$ cat config.mk
export PLATFORM = sky130hd
export DESIGN_NAME = sqrt_arb
export DESIGN_NICKNAME = d
export VERILOG_FILES = /design/src/rtl/sqrt_arb_pkg.sv /design/src/rtl/sqrt_arb_rsp_fifo.sv /design/src/rtl/sqrt_arb.sv
export SDC_FILE = /design/constraint.sdc
export NUM_CORES = 1
export LEC_CHECK = 0
export ABC_AREA = 1
export BUFFER_PORTS_ARGS = -buffer_cell sky130_fd_sc_hd__clkbuf_2
export CELL_PAD_IN_SITES_DETAIL_PLACEMENT = 1
export CELL_PAD_IN_SITES_GLOBAL_PLACEMENT = 2
export CORE_MARGIN = 5
export CORE_UTILIZATION = 34
export DETAILED_ROUTE_END_ITERATION = 8
export GPL_TIMING_DRIVEN = 0
export PLACE_DENSITY = 0.86
export SLEW_MARGIN = 0
export SYNTH_ARGS = -nofsm -noshare
export SYNTH_HDL_FRONTEND = slang
export SYNTH_HIERARCHICAL = 1
export SYNTH_SLANG_ARGS = --single-unit
$ cat constraint.sdc
create_clock -name clk -period 3.4 [get_ports clk]
set_input_delay 0.34 -clock clk [delete_from_list [all_inputs] [get_ports clk]]
set_output_delay 0.34 -clock clk [all_outputs]
set_load 0.05 [all_outputs]
$ cat src/rtl/sqrt_arb_pkg.sv
// Shared constants and types for the sqrt_arb pipeline-sharing block.
package sqrt_arb_pkg;

    localparam int SQRT_LATENCY = 15;
    localparam int SQRT_IN_W    = 32;
    localparam int SQRT_OUT_W   = 16;
    // Wide enough for the largest supported requester count (8).
    localparam int PKG_TAG_W    = 3;

    typedef struct packed {
        logic                 valid;
        logic [PKG_TAG_W-1:0] tag;
    } tag_entry_t;

endpackage

$ cat src/rtl/sqrt_arb_rsp_fifo.sv
// Per-requester response buffer (synchronous FIFO) and its overflow checker.
module sqrt_arb_rsp_fifo #(
    parameter int DEPTH = 4,
    parameter int W     = 16
) (
    input  logic         clk,
    input  logic         rst_n,
    input  logic         i_push,
    input  logic [W-1:0] i_data,
    input  logic         i_pop,
    output logic         o_empty,
    output logic         o_full,
    output logic [W-1:0] o_head
);
    localparam int AW = (DEPTH > 1) ? $clog2(DEPTH) : 1;
    localparam int CW = $clog2(DEPTH + 1);

    logic [W-1:0]  r_mem [DEPTH];
    logic [AW-1:0] r_wr;
    logic [AW-1:0] r_rd;
    logic [CW-1:0] r_cnt;
    logic          w_push;
    logic          w_pop;

    function automatic logic [AW-1:0] wrap_inc(input logic [AW-1:0] p);
        if (p == AW'(DEPTH - 1)) begin
            return '0;
        end else begin
            return p + AW'(1);
        end
    endfunction

    assign o_empty = (r_cnt == '0);
    assign o_full  = (r_cnt == CW'(DEPTH));
    assign w_pop   = i_pop && !o_empty;
    assign w_push  = i_push && (!o_full || w_pop);
    assign o_head  = r_mem[r_rd];

    // Storage write
    always_ff @(posedge clk or negedge rst_n) begin
        if (!rst_n) begin
            for (int k = 0; k < DEPTH; k++) r_mem[k] <= '0;
        end else if (w_push) begin
            r_mem[r_wr] <= i_data;
        end
    end

    // Pointers and occupancy
    always_ff @(posedge clk or negedge rst_n) begin
        if (!rst_n) begin
            r_wr  <= '0;
            r_rd  <= '0;
            r_cnt <= '0;
        end else begin
            if (w_push) r_wr <= wrap_inc(r_wr);
            if (w_pop)  r_rd <= wrap_inc(r_rd);
            case ({w_push, w_pop})
                2'b10:   r_cnt <= r_cnt + CW'(1);
                2'b01:   r_cnt <= r_cnt - CW'(1);
                default: r_cnt <= r_cnt;
            endcase
        end
    end

endmodule

module sqrt_arb_rsp_fifo_chk (
    input logic clk,
    input logic rst_n,
    input logic i_push,
    input logic i_full
);
    // Credits must keep the core from ever writing into a full buffer.
    a_no_overflow: assert property (@(posedge clk) disable iff (!rst_n) !(i_push && i_full));
endmodule

$ cat src/rtl/sqrt_arb.sv
// Round-robin, credit-controlled sharing of one sqrt_u32 pipeline between N_REQ requesters.
// Optional macro SQRT_ARB_STATS_EN adds per-requester accept counters (stat_issued/stat_clr).
module sqrt_arb
    import sqrt_arb_pkg::*;
#(
    parameter int N_REQ     = 4,
    parameter int LATENCY   = SQRT_LATENCY,
    parameter int RSP_DEPTH = 4,
    parameter int TAG_W     = (N_REQ > 1) ? $clog2(N_REQ) : 1
) (
    input  logic                        clk,
    input  logic                        rst_n,
    input  logic [N_REQ-1:0]            req_vld,
    output logic [N_REQ-1:0]            req_rdy,
    input  logic [SQRT_IN_W*N_REQ-1:0]  req_x,
    output logic [N_REQ-1:0]            rsp_vld,
    input  logic [N_REQ-1:0]            rsp_rdy,
    output logic [SQRT_OUT_W*N_REQ-1:0] rsp_y,
    output logic                        core_vld_in,
    output logic [SQRT_IN_W-1:0]        core_x,
    input  logic                        core_vld_out,
    input  logic [SQRT_OUT_W-1:0]       core_y,
    output logic                        err_sync
`ifdef SQRT_ARB_STATS_EN
    ,
    input  logic                        stat_clr,
    output logic [32*N_REQ-1:0]         stat_issued
`endif
);
    localparam int CW = $clog2(RSP_DEPTH + 1);

    logic [CW-1:0]        r_used [N_REQ];
    logic [TAG_W-1:0]     r_ptr;
    logic                 r_core_vld;
    logic [SQRT_IN_W-1:0] r_core_x;
    logic [TAG_W-1:0]     r_issue_tag;
    tag_entry_t           r_pipe [LATENCY];
    logic                 r_err;

    logic [N_REQ-1:0]     w_elig;
    logic [N_REQ-1:0]     w_pop;
    logic [N_REQ-1:0]     w_push;
    logic [N_REQ-1:0]     w_full;
    logic                 w_found;
    logic                 w_accept;
    logic [TAG_W-1:0]     w_grant;
    tag_entry_t           w_tail;

    function automatic logic [TAG_W-1:0] next_idx(input logic [TAG_W-1:0] idx);
        if (idx == TAG_W'(N_REQ - 1)) begin
            return '0;
        end else begin
            return idx + TAG_W'(1);
        end
    endfunction

    assign w_tail      = r_pipe[LATENCY-1];
    assign w_accept    = w_found && rst_n;
    assign core_vld_in = r_core_vld;
    assign core_x      = r_core_x;
    assign err_sync    = r_err;

    // Round-robin search starting at the pointer
    always_comb begin
        w_found = 1'b0;
        w_grant = '0;
        for (int k = 0; k < N_REQ; k++) begin
            if (!w_found && w_elig[(int'(r_ptr) + k) % N_REQ]) begin
                w_found = 1'b1;
                w_grant = TAG_W'((int'(r_ptr) + k) % N_REQ);
            end else begin
                w_found = w_found;
            end
        end
    end

    // One-hot accept strobe
    always_comb begin
        req_rdy = '0;
        if (w_accept) begin
            req_rdy[w_grant] = 1'b1;
        end else begin
            req_rdy = '0;
        end
    end

    // Round-robin pointer
    always_ff @(posedge clk or negedge rst_n) begin
        if (!rst_n) begin
            r_ptr <= '0;
        end else if (w_accept) begin
            r_ptr <= next_idx(w_grant);
        end
    end

    // Credit counters: in-flight plus buffered results
    always_ff @(posedge clk or negedge rst_n) begin
        if (!rst_n) begin
            for (int i = 0; i < N_REQ; i++) r_used[i] <= '0;
        end else begin
            for (int i = 0; i < N_REQ; i++) begin
                case ({req_rdy[i], w_pop[i]})
                    2'b10:   r_used[i] <= r_used[i] + CW'(1);
                    2'b01:   r_used[i] <= r_used[i] - CW'(1);
                    default: r_used[i] <= r_used[i];
                endcase
            end
        end
    end

    // Issue register driving the core
    always_ff @(posedge clk or negedge rst_n) begin
        if (!rst_n) begin
            r_core_vld  <= 1'b0;
            r_core_x    <= '0;
            r_issue_tag <= '0;
        end else if (w_accept) begin
            r_core_vld  <= 1'b1;
            r_core_x    <= req_x[SQRT_IN_W*w_grant +: SQRT_IN_W];
            r_issue_tag <= w_grant;
        end else begin
            r_core_vld  <= 1'b0;
        end
    end

    // Tag pipe mirrors the core so its tail lines up with core_vld_out
    always_ff @(posedge clk or negedge rst_n) begin
        if (!rst_n) begin
            for (int k = 0; k < LATENCY; k++) r_pipe[k] <= '0;
        end else begin
            r_pipe[0] <= '{valid: r_core_vld, tag: PKG_TAG_W'(r_issue_tag)};
            for (int k = 1; k < LATENCY; k++) r_pipe[k] <= r_pipe[k-1];
        end
    end

    // Sticky misalignment flag
    always_ff @(posedge clk or negedge rst_n) begin
        if (!rst_n) begin
            r_err <= 1'b0;
        end else if (w_tail.valid != core_vld_out) begin
            r_err <= 1'b1;
        end
    end

    for (genvar gi = 0; gi < N_REQ; gi++) begin : g_req
        logic w_empty;

        assign w_elig[gi] = req_vld[gi] && (r_used[gi] < CW'(RSP_DEPTH));
        assign w_push[gi] = core_vld_out && w_tail.valid && (w_tail.tag == PKG_TAG_W'(gi));
        assign w_pop[gi]  = rsp_vld[gi] && rsp_rdy[gi];
        assign rsp_vld[gi] = !w_empty;

        sqrt_arb_rsp_fifo #(
            .DEPTH (RSP_DEPTH),
            .W     (SQRT_OUT_W)
        ) u_fifo (
            .clk     (clk),
            .rst_n   (rst_n),
            .i_push  (w_push[gi]),
            .i_data  (core_y),
            .i_pop   (rsp_rdy[gi]),
            .o_empty (w_empty),
            .o_full  (w_full[gi]),
            .o_head  (rsp_y[SQRT_OUT_W*gi +: SQRT_OUT_W])
        );

        sqrt_arb_rsp_fifo_chk u_chk (
            .clk    (clk),
            .rst_n  (rst_n),
            .i_push (w_push[gi]),
            .i_full (w_full[gi])
        );
    end

`ifdef SQRT_ARB_STATS_EN
    logic [31:0] r_stat [N_REQ];

    // Saturating accept counters; a clear beats a coincident accept
    always_ff @(posedge clk or negedge rst_n) begin
        if (!rst_n) begin
            for (int i = 0; i < N_REQ; i++) r_stat[i] <= 32'd0;
        end else begin
            for (int i = 0; i < N_REQ; i++) begin
                if (stat_clr) begin
                    r_stat[i] <= 32'd0;
                end else if (req_rdy[i] && (r_stat[i] != 32'hFFFF_FFFF)) begin
                    r_stat[i] <= r_stat[i] + 32'd1;
                end
            end
        end
    end

    for (genvar gs = 0; gs < N_REQ; gs++) begin : g_stat
        assign stat_issued[32*gs +: 32] = r_stat[gs];
    end
`endif

endmodule

Word level (Yosys, flattened, before mapping)
Index checks and enable logic that the tools add are counted.
{"block": "totals", "latchBits": 0, "input_bits": 155, "rom_bits": 0, "regBits": 379, "memories": 0, "out_inout_bits": 106, "mem_bits_rw": 0}
{"block": "classes", "n_addsub": 28, "bitwise": 11, "eq_ne": 33, "magnitude_cmp": 22, "n_shift": 1, "n_div": 0, "n_mux": 64, "n_reduce_logical": 57, "n_mul": 0}
{"cell": "$bwmux W64", "count": 4}
{"cell": "$mux W16", "count": 12}
{"cell": "$bmux W16 S2", "count": 4}
{"cell": "$demux W16 S2", "count": 4}
{"cell": "$shiftx A128 B8 Y32", "count": 1}
{"cell": "$pmux W3 S2", "count": 8}
{"cell": "$eq A2 B2 Y1 const B", "count": 19}
{"cell": "$logic_and A1 B1 Y1", "count": 26}
{"cell": "$mux W2", "count": 13}
{"cell": "$add A3 B1 Y3 const B", "count": 8}
{"cell": "$ge A3 B3 Y1 const B", "count": 8}
{"cell": "$not A2 Y3", "count": 8}
{"cell": "$sub A3 B1 Y3 const B", "count": 8}
{"cell": "$add A2 B1 Y2 const B", "count": 10}
{"cell": "$eq A2 B1 Y1 const B", "count": 9}
{"cell": "$reduce_bool A2 Y1", "count": 8}
{"cell": "$logic_not A3 Y1", "count": 5}
{"cell": "$mux W1", "count": 13}
{"cell": "$eq A3 B3 Y1 const B", "count": 4}
{"cell": "$lt A3 B1 Y1 const B", "count": 4}
{"cell": "$lt A3 B3 Y1 const B", "count": 4}
{"cell": "$lt A3 B4 Y1 const B", "count": 3}
{"cell": "$logic_not A1 Y1", "count": 11}
{"cell": "$bmux W1 S2", "count": 4}
{"cell": "other kinds (9)", "count": 18}

Depth between registers and ports, before layout
{"block": "logic_depth", "depth_word": 21, "mapped_depth": 19}

Modules after synthesis
Netlist, hierarchy kept.
{"module": "sqrt_arb_rsp_fifo", "instances": 4, "area_per_inst_um2": 3494.6, "cells_per_inst": 427}
{"module": "sqrt_arb", "instances": 1, "area_per_inst_um2": 4649.5, "cells_per_inst": 561}

Worst setup path before layout
Ideal clock, no wire load.
{"block": "synth_timing", "path_kind": "flip-flop to flip-flop", "start": "reg r_ptr[0]", "end": "reg r_used[2] in the netlist's numbering", "required_ps": 3269, "setup_time_ps": 131, "synth_period_minus_slack_ps": 2698, "t_arrival_ps": 2567, "slack_ps": 702, "path_stages_with_launch": 18, "cell_sequence": "dfrtp_1 > inv_2 > nand3_2 > nand2_1 > a21oi_1 > nor2_1 > nand2_1 > nor2_4 > inv_2 > buf_2 > ha_1 > nand2_1 > ha_1 > inv_1 > fa_1 > a21oi_1 > o21ai_0 > xor2_1"}
{"block": "synth_via", "elab_chain_len": 19}
{"element": "start, declared", "line": "sqrt_arb.sv:33", "text": "logic [TAG_W-1:0] r_ptr;"}
{"element": "start signal, assigned", "line": "sqrt_arb.sv:92", "text": "r_ptr <= next_idx(w_grant);"}
{"element": "$add A2 B1 Y2 / $bmux W1 S2 (equally long branches)", "line": "sqrt_arb.sv:68, sqrt_arb.sv:70"}
{"element": "$bmux W1 S2 / $mux W1 (equally long branches)", "line": "sqrt_arb.sv:68", "text": "if (!w_found && w_elig[(int'(r_ptr) + k) % N_REQ]) begin"}
{"element": "$mux W1 (implied by the code)", "line": "sqrt_arb.sv:68"}
{"element": "$mux W1 (implied by the code) / $logic_not A1 Y1 (equally long branches)", "line": "sqrt_arb.sv:68"}
{"element": "$logic_and A1 B1 Y1", "line": "sqrt_arb.sv:68"}
{"element": "$mux W1", "line": "sqrt_arb.sv:68"}
{"element": "$logic_not A1 Y1", "line": "sqrt_arb.sv:68"}
{"element": "$logic_and A1 B1 Y1", "line": "sqrt_arb.sv:68"}
{"element": "[... 3 more ...]"}
{"element": "$mux W2", "line": "sqrt_arb.sv:68"}
{"element": "$lt A2 B3 Y1 (implied by the code) / $ge A2 B1 Y1 (equally long branches)", "line": "sqrt_arb.sv:81", "text": "req_rdy[w_grant] = 1'b1;"}
{"element": "$logic_and A1 B1 Y1 (implied by the code)", "line": "sqrt_arb.sv:81"}
{"element": "$mux W1 (implied by the code)", "line": "sqrt_arb.sv:81"}
{"element": "$demux W1 S2", "line": "sqrt_arb.sv:81"}
{"element": "$mux W4 (*)", "line": "sqrt_arb.sv:80", "text": "if (w_accept) begin"}
{"element": "$eq A2 B1 Y1 / $eq A2 B2 Y1 (equally long branches)", "line": "sqrt_arb.sv:102", "text": "case ({req_rdy[i], w_pop[i]})"}
{"element": "$pmux W3 S2 / $reduce_bool A2 Y1 (equally long branches)"}
{"element": "end signal, assigned by index", "line": "sqrt_arb.sv:103", "text": "2'b10: r_used[i] <= r_used[i] + CW'(1);"}
{"element": "end signal, assigned by index", "line": "sqrt_arb.sv:104", "text": "2'b01: r_used[i] <= r_used[i] - CW'(1);"}
{"element": "end signal, assigned by index", "line": "sqrt_arb.sv:105", "text": "default: r_used[i] <= r_used[i];"}
{"element": "end, declared", "line": "sqrt_arb.sv:32", "text": "logic [CW-1:0] r_used [N_REQ];"}
Mark *: on every way between the ends. The rest lies on a longest branch, timed or not. The select of a mux whose other input is x is not followed.
A chain may end at the register's enable or synchronous reset.

Worst setup path after layout
{"block": "layout_timing", "start": "reg r_ptr[0]", "end": "out req_rdy[3]"}
{"block": "layout_via", "elab_chain_len": 17}
{"element": "$add A2 B1 Y2 / $bmux W1 S2 (equally long branches)", "line": "sqrt_arb.sv:68, sqrt_arb.sv:70"}
{"element": "$bmux W1 S2 / $mux W1 (equally long branches)", "line": "sqrt_arb.sv:68"}
{"element": "$mux W1 (implied by the code)", "line": "sqrt_arb.sv:68"}
{"element": "$mux W1 (implied by the code) / $logic_not A1 Y1 (equally long branches)", "line": "sqrt_arb.sv:68"}
{"element": "$logic_and A1 B1 Y1", "line": "sqrt_arb.sv:68"}
{"element": "$mux W1", "line": "sqrt_arb.sv:68"}
{"element": "$logic_not A1 Y1", "line": "sqrt_arb.sv:68"}
{"element": "$logic_and A1 B1 Y1", "line": "sqrt_arb.sv:68"}
{"element": "$mux W1", "line": "sqrt_arb.sv:68"}
{"element": "$logic_not A1 Y1", "line": "sqrt_arb.sv:68"}
{"element": "$logic_and A1 B1 Y1", "line": "sqrt_arb.sv:68"}
{"element": "$mux W2", "line": "sqrt_arb.sv:68"}
{"element": "$lt A2 B3 Y1 (implied by the code) / $ge A2 B1 Y1 (equally long branches)", "line": "sqrt_arb.sv:81"}
{"element": "$logic_and A1 B1 Y1 (implied by the code)", "line": "sqrt_arb.sv:81"}
{"element": "$mux W1 (implied by the code)", "line": "sqrt_arb.sv:81"}
{"element": "$demux W1 S2", "line": "sqrt_arb.sv:81"}
{"element": "$mux W4 (*)", "line": "sqrt_arb.sv:80"}
{"element": "end, declared", "line": "sqrt_arb.sv:14", "text": "output logic [N_REQ-1:0] req_rdy,"}
Marks and branches as above.

==> impl_metrics.tcl <==
set metrics [dict create \
    viasPerCell 5.34 \
    timing_worst_setup_path_type "flip-flop to output port" \
    start_kind "flip-flop" \
    number_of_buffers_inserted_during_clock_tree_synthesis 45 \
    cap_viol_max_count 0 \
    grt_first_pass_wirelength_mm 111 \
    finalHoldViolCount 0 \
    timing.hold.worst.class "primary input to flip-flop" \
    grt_use_met2_pct 39.4 \
    hp-start "core_vld_out" \
    maxClockFrequency_mhz 322 \
    static-leakage-power_nw 11.8 \
    power_density_nw_per_um2 1150 \
    internal_power_component_mw 12.8 \
    clkLatencyLatePin_ns 0.59 \
    slew_violations 0 \
    power_frac_comb_pct 52.4 \
    setup_violations 0 \
    netlist_instances 2265 \
    critical_path.reg2reg.endpoint "r_used[2]" \
    clock_power_share_pct 19.4 \
    cts_tree "done" \
    postSynthNetCount 2458 \
    clkSinkCount 379 \
    switching_share_pct 50.6 \
    n_fill_cell 6520 \
    rsz_0062_raised_after_global_routing "false" \
    syn-cell-area_um2 18600 \
    final_min_period_over_clock_period_pct 91.4 \
    worstPathRequired_ns 3.06 \
    irDropWorstVdd_uv 510 \
    reg2reg_setup_slack_ns 0.35 \
    route.detailed.wl_per_inst_um 21.2 \
    die_h_um 244 \
    fin_crit_ns 3.11 \
    largest_net_degree_at_the_start_of_global_routing 110 \
    antenna_violating_nets_post_route 0 \
    finish.net_count 2774 \
    initial_core_util_pct 34.5 \
    grt.met1_usage_pct 29.3 \
    clk_root_buffer_cell "clkbuf_16" \
    drt-total-wl_mm 70.4 \
    vias_post_dr 17700 \
    hold_path_end "err_sync" \
    floorplan.rows 85 \
    global_route.usage.met3_pct 6.43 \
    critical_path.reg2reg.startpoint "r_ptr[0]" \
    seqPwrFrac_pct 28.1 \
    critPathCaptureType "output port" \
    timing_worst_slew_pin_value_ns 0.777 \
    post_synth.cell_area_avg_um2 8.22 \
    critPathArrivalTime_ns 2.77 \
    area_growth_syn_to_layout_pct 21.0 \
    drt_drc_violations_left 0 \
    n_antenna_cell 0 \
    place_worst_setup_slack_ns 0.147 \
    clock-skew-final_ns 0.0227 \
    hpwlAfterDp_mm 51.4 \
    first_iter_violations 1067 \
    slew_hr_pct 48.0 \
    die_w_um 244 \
    p_sw_mw 13.2 \
    cts_max_level 2 \
    place.port_buffers 260 \
    clkTransAtPathRegs_ns 0.06 \
    globalRoute.busiestLayer "met2" \
    first_pass_iters 4 \
    grt_pass1_vias 19200 \
    global_routing_usage_summed_across_all_routing_layers_pct 23.4 \
    grt.overflow.total 0 \
    number_of_antenna_violations_at_the_first_check_in_global_routing 2 \
    final_tns_setup_ns 0 \
    ioPinCount 261 \
    reg2reg_depth 17 \
    routability_cong 0.958 \
    die-area_um2 59500 \
    final_layout_size_suffix_gt1_share_pct 18.3 \
    maximum_clock_insertion_buffer_count 3 \
    floorplan.core_area_um2 54000 \
    holdPathStages 3 \
    result_of_the_run "finished, final reports clean" \
    critical_path.max_fanout 10 \
    yosys_warnings 6 \
    layout_setup_ws_ns 0.294 \
]
[flip-flops by register name, summed over array words and instances (netlist names), 8 cells and up]
| signal | flops |
|---|---|
| r_used | 12 |
| core_x | 32 |
| g_req.u_fifo/r_rd | 8 |
| g_req.u_fifo/r_wr | 8 |
| g_req.u_fifo/r_cnt | 12 |
| g_req.u_fifo/r_mem | 256 |
| r_pipe | 45 |
[power by group through the flow]
stage / combinational, mW / clock, mW / sequential [mW]
floorplan: 8.83 / 0 / 7.69
global placement: 13.3 / 0 / 7.29
detailed placement: 13.6 / 0 / 7.35
CTS: 13.7 / 5.20 / 7.31
global route: 14.9 / 5.41 / 7.51
finish: 13.6 / 5.05 / 7.31
[layout make-up]
type | count | area (um^2) | share of cell area [%]
Buffer | 178 | 895 | 3.97
Clock buffer | 63 | 1300 | 5.79
Clock inverter | 21 | 245 | 1.09
Inverter | 79 | 299 | 1.33
Multi-Input combinational cell | 1629 | 7940 | 35.3
Sequential cell | 379 | 9490 | 42.1
Tap cell | 696 | 871 | 3.87
Timing Repair Buffer | 269 | 1480 | 6.55
[routing by layer]
metal | part of all wire (%) | vias up
met3 | 7.4 | 124
met1 | 42 | 8710
met5 | 0.020 | -
met4 | 3.3 | 4
li1 | - | 8297
met2 | 47 | 567
[worst max path at each step]
stage               slack [ns]    endpoint  cells after the start     start
finish                    0.29  req_rdy[3]                     15  r_ptr[0]
global route             0.002   r_used[2]                     17  r_ptr[0]
CTS                       0.09  req_rdy[3]                     15  r_ptr[0]
detailed placement        0.15   r_used[2]                     17  r_ptr[0]
global placement         -7.22  r_used[10]                      8     rst_n
floorplan                 0.70   r_used[2]                     17  r_ptr[0]
[layout by cell type, fill, tap and decap left out, drive strengths merged, types with 13 or more instances in the layout]
cell / instances
nor2: 151
nand3: 196
clkbuf: 379
inv: 82
clkinv: 13
nand2: 728
o21ai: 153
buf: 130
nand4: 258
o22ai: 64
ha: 30
dfrtp: 379
[worst max-delay path, stage by stage, from the launching register on]
cell and delay, ns:
dfrtp_2 0.46, inv_4 0.13, nand2_1 0.06, nand2_1 0.11
nand3_1 0.09, nand2_2 0.11, nand2_1 0.06, nand2_1 0.07
nand2_2 0.08, nand2_2 0.12, buf_6 0.16, buf_6 0.16
ha_1 0.15, nand2_1 0.09, inv_1 0.08, clkbuf_4 0.23
[what timing repair did]
item,in CTS,in global routing
hold endpoints to repair,37,0
pin swaps,0,1
gates resized for setup,1,4
endpoints found under the setup margin,1,2
buffers inserted,0,3
hold buffers,2,0
[through the flow]
stage                     total power, mW  hold slack [ns]  util [%]  instances  cell area [um^2]
final                                26.0           0.0817      41.7       3314             22500
after global routing                 27.9           0.0791      41.7       3314             22500
after CTS                            26.2           0.0471      41.6       3311             22500
after detailed placement             21.0            0.295      38.7       3225             20900
after global placement               20.6            0.332      38.5       3221             20800
after floorplan                      16.5           0.0444         -       2265             18600
No activity file was read; power rests on OpenSTA's default activity.
